File: config.mk
export PLATFORM = sky130hd
export DESIGN_NAME = axi_tlb_l1_seq
export DESIGN_NICKNAME = d
export VERILOG_FILES = /design/src/rtl/axi_tlb_l1_seq.sv
export SDC_FILE = /design/constraint.sdc
export NUM_CORES = 1
export LEC_CHECK = 0
export ABC_AREA = 1
export CAP_MARGIN = 20
export CORE_AREA = 2 2 759 761
export CTS_CLUSTER_DIAMETER = 60
export DETAILED_ROUTE_END_ITERATION = 7
export DIE_AREA = 0 0 761 763
export PLACE_DENSITY = 0.3
export SLEW_MARGIN = 20
export SYNTH_ARGS = -nofsm -noshare
export SYNTH_HDL_FRONTEND = slang
export SYNTH_SLANG_ARGS = --single-unit
File: constraint.sdc
create_clock -name clk_i -period 14.6 [get_ports clk_i]
set_input_delay 1.46 -clock clk_i [delete_from_list [all_inputs] [get_ports clk_i]]
set_output_delay 1.46 -clock clk_i [all_outputs]
set_load 0.02 [all_outputs]
File: src/rtl/axi_tlb_l1_seq.sv
// Sequentially searched, multi-channel L1 translation engine.
// Round-robin arbitrated request channels share one engine that scans the
// entry table EntriesPerCycle entries per cycle.
module axi_tlb_l1_seq #(
   parameter int unsigned NumChan         = 2,
   parameter int unsigned InpAddrWidth    = 48,
   parameter int unsigned OupAddrWidth    = 48,
   parameter int unsigned PageWidth       = 12,
   parameter int unsigned NumEntries      = 16,
   parameter int unsigned EntriesPerCycle = 4,
   parameter int unsigned CntWidth        = 16
) (
   input  logic                                          clk_i,
   input  logic                                          rst_i,
   input  logic [NumChan-1:0]                            req_valid_i,
   output logic [NumChan-1:0]                            req_ready_o,
   input  logic [NumChan*InpAddrWidth-1:0]               req_addr_i,
   input  logic [NumChan-1:0]                            req_write_i,
   output logic [NumChan-1:0]                            res_valid_o,
   input  logic [NumChan-1:0]                            res_ready_i,
   output logic                                          res_hit_o,
   output logic [1:0]                                    res_fault_o,
   output logic [OupAddrWidth-1:0]                       res_addr_o,
   input  logic [NumEntries-1:0]                         entry_valid_i,
   input  logic [NumEntries-1:0]                         entry_ro_i,
   input  logic [NumEntries*(InpAddrWidth-PageWidth)-1:0] entry_first_i,
   input  logic [NumEntries*(InpAddrWidth-PageWidth)-1:0] entry_last_i,
   input  logic [NumEntries*(OupAddrWidth-PageWidth)-1:0] entry_base_i,
   input  logic                                          bypass_i,
   output logic                                          busy_o,
   output logic [CntWidth-1:0]                           miss_cnt_o
);

   localparam int unsigned InpPageWidth  = InpAddrWidth - PageWidth;
   localparam int unsigned OupPageWidth  = OupAddrWidth - PageWidth;
   localparam int unsigned NumGroups     = NumEntries / EntriesPerCycle;
   localparam int unsigned ChanIdxWidth  = (NumChan > 1) ? $clog2(NumChan) : 1;
   localparam int unsigned GroupIdxWidth = (NumGroups > 1) ? $clog2(NumGroups) : 1;
   localparam int unsigned EntIdxWidth   = (NumEntries > 1) ? $clog2(NumEntries) : 1;

   if (NumEntries % EntriesPerCycle != 0) begin : g_bad_groups
      $error("NumEntries must be a multiple of EntriesPerCycle");
   end
   if (PageWidth >= InpAddrWidth) begin : g_bad_inp_page
      $error("PageWidth must be smaller than InpAddrWidth");
   end
   if (PageWidth >= OupAddrWidth) begin : g_bad_oup_page
      $error("PageWidth must be smaller than OupAddrWidth");
   end

   typedef enum logic [1:0] {IDLE = 2'd0, SEARCH = 2'd1, RESP = 2'd2} state_e;

   state_e                    state;
   logic [ChanIdxWidth-1:0]   rr_ptr;
   logic [ChanIdxWidth-1:0]   chan;
   logic [InpAddrWidth-1:0]   addr_q;
   logic                      write_q;
   logic [GroupIdxWidth-1:0]  group;

   logic [InpAddrWidth-1:0]   addr_arr  [NumChan];
   logic [InpPageWidth-1:0]   first_arr [NumEntries];
   logic [InpPageWidth-1:0]   last_arr  [NumEntries];
   logic [OupPageWidth-1:0]   base_arr  [NumEntries];

   logic                      grant_any;
   logic [ChanIdxWidth-1:0]   grant_idx;
   int unsigned               cand;

   logic [InpPageWidth-1:0]   page;
   logic [EntIdxWidth-1:0]    ent_idx;
   logic                      match;
   logic                      m_ro;
   logic [InpPageWidth-1:0]   m_first;
   logic [OupPageWidth-1:0]   m_base;

   // Unpack flat channel and entry buses into indexable arrays.
   for (genvar i = 0; i < NumChan; i++) begin : g_chan
      assign addr_arr[i] = req_addr_i[i*InpAddrWidth +: InpAddrWidth];
   end
   for (genvar i = 0; i < NumEntries; i++) begin : g_ent
      assign first_arr[i] = entry_first_i[i*InpPageWidth +: InpPageWidth];
      assign last_arr[i]  = entry_last_i[i*InpPageWidth +: InpPageWidth];
      assign base_arr[i]  = entry_base_i[i*OupPageWidth +: OupPageWidth];
   end

   // Round-robin pick: first valid channel at or after rr_ptr.
   always_comb begin
      grant_any = 1'b0;
      grant_idx = '0;
      cand      = 0;
      for (int unsigned i = 0; i < NumChan; i++) begin
         cand = 32'(rr_ptr) + i;
         if (cand >= NumChan) cand = cand - NumChan;
         if (!grant_any && req_valid_i[cand]) begin
            grant_any = 1'b1;
            grant_idx = ChanIdxWidth'(cand);
         end
      end
   end

   // Ready only for the granted channel while idle.
   always_comb begin
      req_ready_o = '0;
      if (state == IDLE && !rst_i && grant_any) req_ready_o[grant_idx] = 1'b1;
   end

   // Compare the current group; lowest index wins.
   always_comb begin
      page    = addr_q[InpAddrWidth-1:PageWidth];
      match   = 1'b0;
      m_ro    = 1'b0;
      m_first = '0;
      m_base  = '0;
      ent_idx = '0;
      for (int unsigned j = 0; j < EntriesPerCycle; j++) begin
         ent_idx = EntIdxWidth'(32'(group) * EntriesPerCycle + j);
         if (!match && entry_valid_i[ent_idx] &&
             first_arr[ent_idx] <= page && page <= last_arr[ent_idx]) begin
            match   = 1'b1;
            m_ro    = entry_ro_i[ent_idx];
            m_first = first_arr[ent_idx];
            m_base  = base_arr[ent_idx];
         end
      end
   end

   // Engine FSM with registered result, busy and miss counter.
   always_ff @(posedge clk_i) begin
      if (rst_i) begin
         state       <= IDLE;
         rr_ptr      <= '0;
         chan        <= '0;
         addr_q      <= '0;
         write_q     <= 1'b0;
         group       <= '0;
         res_valid_o <= '0;
         res_hit_o   <= 1'b0;
         res_fault_o <= 2'd0;
         res_addr_o  <= '0;
         busy_o      <= 1'b0;
         miss_cnt_o  <= '0;
      end else begin
         case (state)
            IDLE: begin
               if (grant_any) begin
                  chan    <= grant_idx;
                  rr_ptr  <= (32'(grant_idx) == NumChan - 1) ? '0 : grant_idx + 1'b1;
                  addr_q  <= addr_arr[grant_idx];
                  write_q <= req_write_i[grant_idx];
                  group   <= '0;
                  busy_o  <= 1'b1;
                  if (bypass_i) begin
                     state       <= RESP;
                     res_valid_o <= NumChan'(1) << grant_idx;
                     res_hit_o   <= 1'b1;
                     res_fault_o <= 2'd0;
                     res_addr_o  <= OupAddrWidth'(addr_arr[grant_idx]);
                  end else begin
                     state <= SEARCH;
                  end
               end
            end
            SEARCH: begin
               if (match) begin
                  state       <= RESP;
                  res_valid_o <= NumChan'(1) << chan;
                  if (write_q && m_ro) begin
                     res_hit_o   <= 1'b0;
                     res_fault_o <= 2'd2;
                     res_addr_o  <= '0;
                  end else begin
                     res_hit_o   <= 1'b1;
                     res_fault_o <= 2'd0;
                     res_addr_o  <= {m_base + OupPageWidth'(page - m_first),
                                     addr_q[PageWidth-1:0]};
                  end
               end else if (group == GroupIdxWidth'(NumGroups - 1)) begin
                  state       <= RESP;
                  res_valid_o <= NumChan'(1) << chan;
                  res_hit_o   <= 1'b0;
                  res_fault_o <= 2'd1;
                  res_addr_o  <= '0;
               end else begin
                  group <= group + 1'b1;
               end
            end
            RESP: begin
               if (res_ready_i[chan]) begin
                  state       <= IDLE;
                  res_valid_o <= '0;
                  busy_o      <= 1'b0;
                  if (!res_hit_o && miss_cnt_o != '1) miss_cnt_o <= miss_cnt_o + 1'b1;
               end
            end
            default: state <= IDLE;
         endcase
      end
   end

   // Request payload must hold while valid waits for ready.
   for (genvar c = 0; c < NumChan; c++) begin : g_chk
      a_stable_payload : assert property (@(posedge clk_i) disable iff (rst_i)
         (req_valid_i[c] && !req_ready_o[c]) |=>
         (!req_valid_i[c] || ($stable(addr_arr[c]) && $stable(req_write_i[c]))))
         else $error("request payload changed while waiting on channel %0d", c);
   end

endmodule

==> flow_summary.toml <==
[status]
status = "finished with violations"
violations = "slew limit"

[cts]
cts_buffers = 17
postCtsSetupRepairBufs = 0
insertion_delay_ps = 490
path_clk_slew_ps = 70
hold_buffers = 0
cts_root_buf = "clkbuf_16"
postCtsResizedCells = 0
clockBufferDepth = 2
clock_sinks = 125
htreeDepth = 4
tritoncts = "yes"

[sta]
worst_pin_slew_ps = 1509
drv_slew = 1
finClkSkew_ps = 17.51
hold_violations = 0
rsz0062_at_grt = "false"
period_needed_ps = 11370
post-route-period-util_pct = 77.86
finalSetupTns_ps = 0
whs_ps = 461.7
fmax_mhz = 87.97
setup_viol = 0
max_slew_margin_pct = -0.6044

[die]
core_area_sq_um = 572200
row_count = 278
io_pins = 1937
die_w_um = 761
initial_core_util_pct = 5.040
design.die.area_sq_um = 580600
die_h_um = 763

[logic_synthesis]
yosysSeqAreaShare_pct = 8.677
synth-edff-count = 0
synthArstFlopShare_pct = 0
yosys_warnings = 0
synth_seq_cells = 125
ys_types = 63
synth_nets = 7092
syn_area_sq_um = 28840
syn_area_per_cell_sq_um = 5.927
synth_flop_cell = "dfxtp_1"
syn_inst = 4866

[run]
drv_cap = 0

[route]
routedWlPerCell_um = 41.38
wirelength_mm = 593.4
drc = 0
via_per_inst = 3.376
dr.pass1.iters = 6
vias = 48420
ant_nets = 0
drt_iter0_drc = 4220

[placed_design]
hpwl_mm = 539.6
io_buffers = 1936
place.gp.congestion = 0.9675

[power]
powerDensity_nw_per_um2 = 105.5
p_total_mw = 6.216
p_comb_share_pct = 84.2
ir_drop_mv = 0.09732
p_leak_nw = 21.84
p_int_mw = 2.340
sequentialPowerShare_pct = 8.1
p_switching_mw = 3.876
swShare_pct = 62.36
p_clk_share_pct = 7.7

[critical_path]
slowest_stage = "nor2_1"
critPathLaunchType = "register"
reg2reg_to = "res_addr_o[47]$_SDFFE_PP0P_"
worstPathArrival_ps = 11780
max_stage_delay_ps = 690
critical_path.top_delay_family = "simple AND/OR/NAND/NOR gates"
critPathLaunch = "group[0]$_SDFFE_PP0P_"
r2r-start = "group[0]$_SDFFE_PP0P_"
cp_num_cells = 36
cp-end-kind = "register"
endpoint = "res_addr_o[47]$_SDFFE_PP0P_"
crit_type = "register to register"
cp.buffers_inverters = 6
cp.required_ps = 15020
cp_max_fo = 66
r2r_cells = 36
r2r_setup_slack_ps = 3230

[global_route]
grt_pass1_wl_mm = 697.6
grtUsageTotal_pct = 19.54
grt_max_degree = 141
grt_pass1_vias = 46840
grt_overflow = 0
antenna_found_initial = 637

[finish]
num-fill-cells = 67330
fin_util_pct = 10.29
nets = 8860
syn_to_final_growth_pct = 104.2
regArea_sq_um = 2547
multi_input_area_sq_um = 24250
drive_above_1_share_pct = 4.920

[min_path]
hold_path_class = "register to register"
worst reg2reg max path, delay by kind of cell, from the launching register on:
family | cells | cell delay [ps]
fa+ha+maj | 3 | 1310
compound gates | 5 | 2020
flops | 1 | 440
buf+inv | 6 | 2770
simple gates | 22 | 4780
how the worst min path moves through the flow:
| stage | slack, ps | cells after the start | endpoint | startpoint |
|---|---|---|---|---|
| 2_1_floorplan | 440 | 2 | res_addr_o[0]$_SDFFE_PP0P_ | addr_q[0]$_SDFFE_PP0P_ |
| 3_3_place_gp | 450 | 2 | res_addr_o[10]$_SDFFE_PP0P_ | addr_q[10]$_SDFFE_PP0P_ |
| 3_5_place_dp | 450 | 2 | res_addr_o[10]$_SDFFE_PP0P_ | addr_q[10]$_SDFFE_PP0P_ |
| 4_1_cts | 470 | 2 | res_addr_o[1]$_SDFFE_PP0P_ | addr_q[1]$_SDFFE_PP0P_ |
| 5_1_grt | 480 | 2 | res_addr_o[1]$_SDFFE_PP0P_ | addr_q[1]$_SDFFE_PP0P_ |
| 6_report | 460 | 2 | res_addr_o[1]$_SDFFE_PP0P_ | addr_q[1]$_SDFFE_PP0P_ |
metal layers:
layer,wire (um),up-vias,track usage (%)
li1,-,21100,-
met1,247800,23060,24.15
met3,53610,971,6.677
met5,1553,-,0
met2,273800,3048,32.71
met4,16680,246,4.138
layout make-up:
| cell class | count | area share (%) |
|---|---|---|
| diodes | 135 | 0.5736 |
| clock buffers | 18 | 0.7648 |
| clock inverters | 14 | 0.2847 |
| inverters | 194 | 1.268 |
| multi-input cells | 4173 | 41.18 |
| flip-flops and latches | 125 | 4.326 |
| well taps | 7560 | 16.06 |
| repair buffers | 2123 | 35.54 |
cell families after synthesis:
group                    Yosys count  synth area share, %
flip-flops                       125                8.677
AO/OA/AOI/OAI                   1740                37.42
AND/OR/NAND/NOR                 2034                27.94
adder cells (fa/ha/maj)          361                16.57
multiplexers                      23               0.7983
buffers and inverters            568                8.134
XOR/XNOR                          15               0.4555
cell usage after synthesis (9+ instances only):
cell / n / area share, %
a2111o_1: 16 / 0.62
a211oi_1: 44 / 1.1
a21o_1: 14 / 0.36
a21oi_1: 615 / 11
a221oi_1: 121 / 3.7
a22o_1: 30 / 0.91
a31oi_1: 16 / 0.35
a32o_1: 162 / 5.6
a32oi_1: 18 / 0.55
buf_1: 28 / 0.36
buf_2: 91 / 1.6
buf_6: 11 / 0.43
clkbuf_1: 240 / 3.1
dfxtp_1: 125 / 8.7
fa_1: 35 / 2.4
ha_1: 326 / 14
inv_1: 181 / 2.4
mux2i_1: 23 / 0.80
nand2_1: 1288 / 17
nand3_1: 92 / 1.6
nand4_1: 37 / 0.80
nor2_1: 560 / 7.3
nor3_1: 18 / 0.31
o21a_1: 18 / 0.47
o21ai_0: 463 / 8.0
o21ai_1: 21 / 0.36
o22ai_1: 173 / 3.8
xnor2_1: 9 / 0.27
power groups by stage:
| stage | logic, mW | clock network [mW] | registers [mW] |
|---|---|---|---|
| 2_1_floorplan | 2.15 | 0 | 0.489 |
| 3_3_place_gp | 5.36 | 0 | 0.515 |
| 3_5_place_dp | 5.31 | 0 | 0.515 |
| 4_1_cts | 5.34 | 0.490 | 0.508 |
| 5_1_grt | 5.62 | 0.503 | 0.509 |
| 6_report | 5.24 | 0.478 | 0.502 |
per-stage QoR:
stage / instance area (sq um) / cells / setup slack [ps]
after floorplan: 28840 / 4866 / 8056
after global routing: 58680 / 14260 / 2961
after detailed placement: 57920 / 14170 / 3194
after global placement: 57720 / 14160 / 2871
after CTS: 58540 / 14210 / 3101
final: 58890 / 14340 / 3233
sequential cells by signal, indices dropped and copies added (netlist names):
signal / flops
res_addr_o: 48
res_valid_o: 2
miss_cnt_o: 16
busy_o: 1
res_hit_o: 1
addr_q: 48
res_fault_o: 2
write_q: 1
state: 2
group: 2
rr_ptr: 1
chan: 1
cells in the final DEF (no fill, tap or decap), drive strengths merged, types with 4 or more instances in the layout:
cell and count:
buf 188, fa 35, o21bai 5, nand3 95, a32o 162, a211oi 44, o21ai 484, nor3 19
clkinv 9, dfxtp 125, a221oi 121, nor4 4, a311oi 7, nand3b 8, clkdlybuf4s50 1935, nand2 1293
a31oi 16, a2111o 16, nor2 567, a32oi 18, a21o 14, xor2 6, diode 135, xnor2 9
inv 197, ha 326, a21oi 618, nand4 38, o22ai 173, clkbuf 18, mux2i 23, o21a 18
or2 5, a22o 30
Note: power is estimated with default switching activity, not from simulation.
